==> config.mk <==
export PLATFORM = sky130hd
export DESIGN_NAME = mux16_rr_scheduler
export DESIGN_NICKNAME = d
export VERILOG_FILES = /design/src/rtl/mux_sched_pkg.sv /design/src/rtl/rr_pick16.sv /design/src/rtl/mux16_rr_scheduler.sv
export SDC_FILE = /design/constraint.sdc
export NUM_CORES = 1
export LEC_CHECK = 0
export ABC_AREA = 1
export ABC_CLOCK_PERIOD_IN_PS = 4400
export CAP_MARGIN = 5
export CORE_MARGIN = 5
export CORE_UTILIZATION = 57
export CTS_CLUSTER_DIAMETER = 80
export DETAILED_ROUTE_END_ITERATION = 7
export PLACE_DENSITY = 0.83
export SETUP_SLACK_MARGIN = 0.05
export SLEW_MARGIN = 0
export SYNTH_ARGS = -nofsm -noshare
export SYNTH_HDL_FRONTEND = slang
export SYNTH_SLANG_ARGS = --single-unit
==> constraint.sdc <==
create_clock -name clk -period 4.4 [get_ports clk]
set_input_delay 0.44 -clock clk [delete_from_list [all_inputs] [get_ports clk]]
set_output_delay 0.44 -clock clk [all_outputs]
set_load 0.02 [all_outputs]
==> src/rtl/mux_sched_pkg.sv <==
// Shared types and constants for the 16-way round-robin mux scheduler.
package mux_sched_pkg;

  localparam int SEL_W = 4;
  localparam int N_SRC = 16;

  typedef enum logic [0:0] {
    IDLE  = 1'b0,
    SERVE = 1'b1
  } state_t;

  function automatic logic [N_SRC-1:0] onehot(input logic [SEL_W-1:0] idx);
    logic [N_SRC-1:0] v;
    v      = '0;
    v[idx] = 1'b1;
    return v;
  endfunction

endpackage

==> src/rtl/rr_pick16.sv <==
// Rotating priority picker: first set request at ptr, ptr+1, ... ptr+15 (mod 16).
module rr_pick16
  import mux_sched_pkg::*;
(
  input  logic [N_SRC-1:0] req,
  input  logic [SEL_W-1:0] ptr,
  output logic [SEL_W-1:0] idx,
  output logic             found
);

  logic [SEL_W-1:0] k;

  // Walk from the farthest offset down so the nearest hit to ptr wins last.
  always_comb begin
    idx   = '0;
    found = 1'b0;
    k     = '0;
    for (int i = N_SRC - 1; i >= 0; i--) begin
      k = ptr + SEL_W'(i);
      if (req[k]) begin
        idx   = k;
        found = 1'b1;
      end
    end
  end

endmodule

==> src/rtl/mux16_rr_scheduler.sv <==
// Round-robin owner of an external 16:1 mux: drives the select, captures y,
// and emits tagged single-bit samples.
//
// state | meaning
// IDLE  | no grant outstanding, waiting for en and any request
// SERVE | grant held on s; one sample per cycle while req[s] and en stay high
module mux16_rr_scheduler
  import mux_sched_pkg::*;
#(
  parameter int MAX_HOLD = 4
) (
  input  logic             clk,
  input  logic             rst,
  input  logic             en,
  input  logic [N_SRC-1:0] req,
  input  logic             y,
  output logic [SEL_W-1:0] s,
  output logic [N_SRC-1:0] grant,
  output logic             valid,
  output logic             data,
  output logic [SEL_W-1:0] src,
  output logic             busy
);

  localparam logic [3:0] HOLD_LAST = 4'(MAX_HOLD - 1);

  state_t           state;
  logic [SEL_W-1:0] ptr;
  logic [3:0]       hcnt;

  logic [SEL_W-1:0] pick_ptr;
  logic [SEL_W-1:0] pick_idx;
  logic             pick_found;
  logic             live;
  logic             release_now;

  // On release the current owner goes to the back of the line, so the search
  // starts just past s; in IDLE ptr already holds that value.
  assign pick_ptr    = (state == SERVE) ? s + 4'd1 : ptr;
  assign live        = req[s] & en;
  assign release_now = !live || (hcnt == HOLD_LAST);
  assign busy        = (state == SERVE);

  rr_pick16 u_pick (
    .req   (req),
    .ptr   (pick_ptr),
    .idx   (pick_idx),
    .found (pick_found)
  );

  always_ff @(posedge clk or posedge rst) begin
    if (rst) begin
      state <= IDLE;
      ptr   <= '0;
      hcnt  <= '0;
      s     <= '0;
      grant <= '0;
      valid <= 1'b0;
      data  <= 1'b0;
      src   <= '0;
    end else begin
      case (state)
        IDLE: begin
          valid <= 1'b0;
          if (en && pick_found) begin
            s     <= pick_idx;
            grant <= onehot(pick_idx);
            hcnt  <= '0;
            state <= SERVE;
          end else begin
            grant <= '0;
          end
        end
        SERVE: begin
          if (live) begin
            data  <= y;
            src   <= s;
            valid <= 1'b1;
            hcnt  <= hcnt + 4'd1;
          end else begin
            valid <= 1'b0;
          end
          // Back-to-back re-grant keeps the mux busy without a bubble cycle.
          if (release_now) begin
            ptr <= s + 4'd1;
            if (en && pick_found) begin
              s     <= pick_idx;
              grant <= onehot(pick_idx);
              hcnt  <= '0;
            end else begin
              grant <= '0;
              state <= IDLE;
            end
          end
        end
        default: begin
          state <= IDLE;
          grant <= '0;
          valid <= 1'b0;
        end
      endcase
    end
  end

endmodule

==> impl_metrics.csv <==
group,metric,value,unit
detailed_routing,drtPass1Iterations,5,
global_routing,grt_max_degree,36,
sta,slew_viol_final,0,
final_layout,drive_gt1_frac,0.112,
clock_tree,htreeDepth,2,
job,drv_cap,0,
final_layout,multiInputGateArea,2530,um^2
detailed_routing,postRouteWirelength,11800,um
yosys,syn_inst,653,
sta,fmax,256,MHz
detailed_routing,drtAntennaViolNets,0,
clock_tree,clkLatencyLatePin,0.29,ns
sta,fin_ws,0.489,ns
global_routing,met3_usage,0.0382,
sta,rsz0062_at_grt,"no",
global_routing,grt-ovfl-total,0,
final_layout,synthToLayoutAreaGrowth,14.6,%
global_routing,grt_pass1_vias,4134,
clock_tree,holdBufCountCts,0,
sta,fin_skew,0.0114,ns
clock_tree,clk_pin_slew,0.07,ns
clock_tree,cts_root_buf,"clkbuf_8",
yosys,synthMuxAreaShare,0,
detailed_routing,drt-wirelength-per-cell,15.2,um
worst_setup_path,critical_path.max_fanout,12,
worst_setup_path,cp-end-kind,"flop",
final_layout,regArea,876,um^2
clock_tree,cts_buffer_depth,2,
worst_setup_path,required,4.63,ns
global_routing,gr-max-usage-layer,"met2",
final_layout,diodes,0,
yosys,synthXorXnorAreaFrac,0.0155,
run_status,status,"complete, no violations",
worst_setup_path,reg2reg_depth,20,
yosys,synth_top_family_by_area,"simple AND/OR/NAND/NOR gates",
floorplan,design.portCount,47,
clock_tree,numClockSinks,35,
global_routing,track_usage,0.279,
final_layout,final_common_cell,"nand2_1",
yosys,synth_warnings,0,
floorplan,start_util,0.579,
yosys,synth_fp_nets,682,
yosys,yosys.area_share.adder,0.0291,
detailed_routing,drtIter0Drc,340,
sta,layout_min_cycle_time,3.91,ns
hold_path,hold_class,"reg -> reg",
hold_path,min_path_cells,2,
sta,timing.final.crit_share,0.889,
detailed_routing,num_vias,4407,
detailed_routing,drt_drc_violations_left,0,
sta,setup_viol,0,
placed_design,dp_slack,0.405,ns
yosys,synth_compound_area_frac,0.132,
sta,fin_hold_ws,0.486,ns
global_routing,antenna_found_initial,0,
global_routing,use_met1,0.354,
sta,worst_pin_slew,0.536,ns
yosys,ys_ff_latch,35,
final_layout,final_cell_mix,"nand2_1 (243), nand3_1 (80), inv_1 (76)",
yosys,ys_seq_area_frac,0.226,
worst_setup_path,path_class,"reg -> reg",
final_layout,fill_cells,638,
floorplan,fp.dieW,92.4,um
yosys,synth_top_area_frac,0.236,
sta,max_slew_margin,0.643,
yosys,synthSimpleGateAreaFrac,0.476,
yosys,avgSynthCellArea,5.92,um^2
yosys,syn-cell-area,3870,um^2
floorplan,die_h,92.4,um
placed_design,dpl.hpwl,9330,um
sta,hold_violations,0,
detailed_routing,vias_per_cell,5.67,
placed_design,gp_congestion,0.988,
yosys,synth_top_area_cell,"nand2_1",
clock_tree,numCtsBuffers,5,
clock_tree,cts_tree,"done",
worst_setup_path,arrival,4.14,ns
yosys,ys_types,33,
floorplan,core,6680,um^2
floorplan,placementRows,30,
sta,finalSetupTns,0,ns
worst_setup_path,setup.worst_path.start_class,"flop",
global_routing,use_met2,0.488,
yosys,ys_top_cells_by_area,"nand2_1 (24%), dfrtp_1 (23%), nand3_1 (10%)",
floorplan,dieArea,8530,um^2
final_layout,layout.nets,725,
global_routing,grt_pass1_wl,19500,um
placed_design,io_buffer_count,46,
## cells by family (layout without fill, tap and decap cells)
family,after synthesis,count (layout)
xor gates and xnor gates,6,6
adders and majority gates,9,9
buffers and inverters,105,149
AOI/OAI and AO/OA,92,92
and+or+nand+nor,406,406
DFF,35,35
## Yosys cell counts, drive strengths merged
cell type	count
nor4	3
xor2	6
nor2	30
a21oi	45
dfrtp	35
o21a	2
clkbuf	5
inv	86
o21bai	6
buf	14
nand3	89
o22ai	3
nand2	276
and2	2
or2	1
ha	9
nand4	5
o21ai	28
a31oi	8
## stage by stage
stage | utilization | instance area [um^2] | cells
floorplan | - | 3870 | 653
global placement | 0.651 | 4350 | 769
detailed placement | 0.651 | 4350 | 769
CTS | 0.663 | 4430 | 777
global route | 0.664 | 4430 | 777
finish | 0.664 | 4430 | 777
## worst paths after layout
path                            slack, ns                 start                     to
worst max-delay path                 0.49        busy$_DFF_PP0_   grant[2]$_DFFE_PP0N_
worst min-delay path                 0.49  grant[2]$_DFFE_PP0N_   grant[2]$_DFFE_PP0N_
worst max register to register       0.49        busy$_DFF_PP0_   grant[2]$_DFFE_PP0N_
worst min register to register       0.49  grant[2]$_DFFE_PP0N_   grant[2]$_DFFE_PP0N_
max in group asynchronous            3.49                   rst   grant[0]$_DFFE_PP0N_
min in group asynchronous            0.58                   rst  grant[11]$_DFFE_PP0N_
## flip-flops by register name, summed over array words and instances (netlist names)
name	flops
hcnt	4
s	4
data	1
src	4
ptr	4
busy	1
grant	16
valid	1
## what timing repair did
| item | CTS | global route |
|---|---|---|
| buffers inserted | 0 | 0 |
| endpoints found under the hold margin | 0 | 0 |
| endpoints found under the setup margin | 0 | 17 |
| gates resized for setup | 0 | 1 |
## final cells by class
cell class,count,area share
timing repair buffer,55,0.119
tap,80,0.0226
clock buffer,7,0.0172
clock inverter,1,0.00113
sequential,35,0.198
multi-input combinational,513,0.570
inverter,86,0.0728
## critical path: stages, from the launching register on
cell	delay, ns
dfrtp_1	0.52
inv_2	0.18
nand2_1	0.34
nand2_4	0.07
ha_1	0.31
inv_1	0.34
nand3_1	0.19
nand2_1	0.10
nand2_1	0.05
nand2_1	0.08
inv_1	0.04
nor2_1	0.13
or2_1	0.28
nor4_2	0.09
nand4_1	0.16
nand2_2	0.13
nor2_2	0.37
nand2_1	0.18
nor2_4	0.14
nand2_1	0.08
nand2_1	0.06
## routing by layer
metal  vias to the layer above  share of wire
li1                       2162              -
met1                      2034           0.42
met2                       178           0.49
met3                        33          0.063
met4                         0          0.027
met5                         -              0
Power is not shown: default switching activity piles up to over one toggle a cycle in this logic, so the estimate is an artifact.
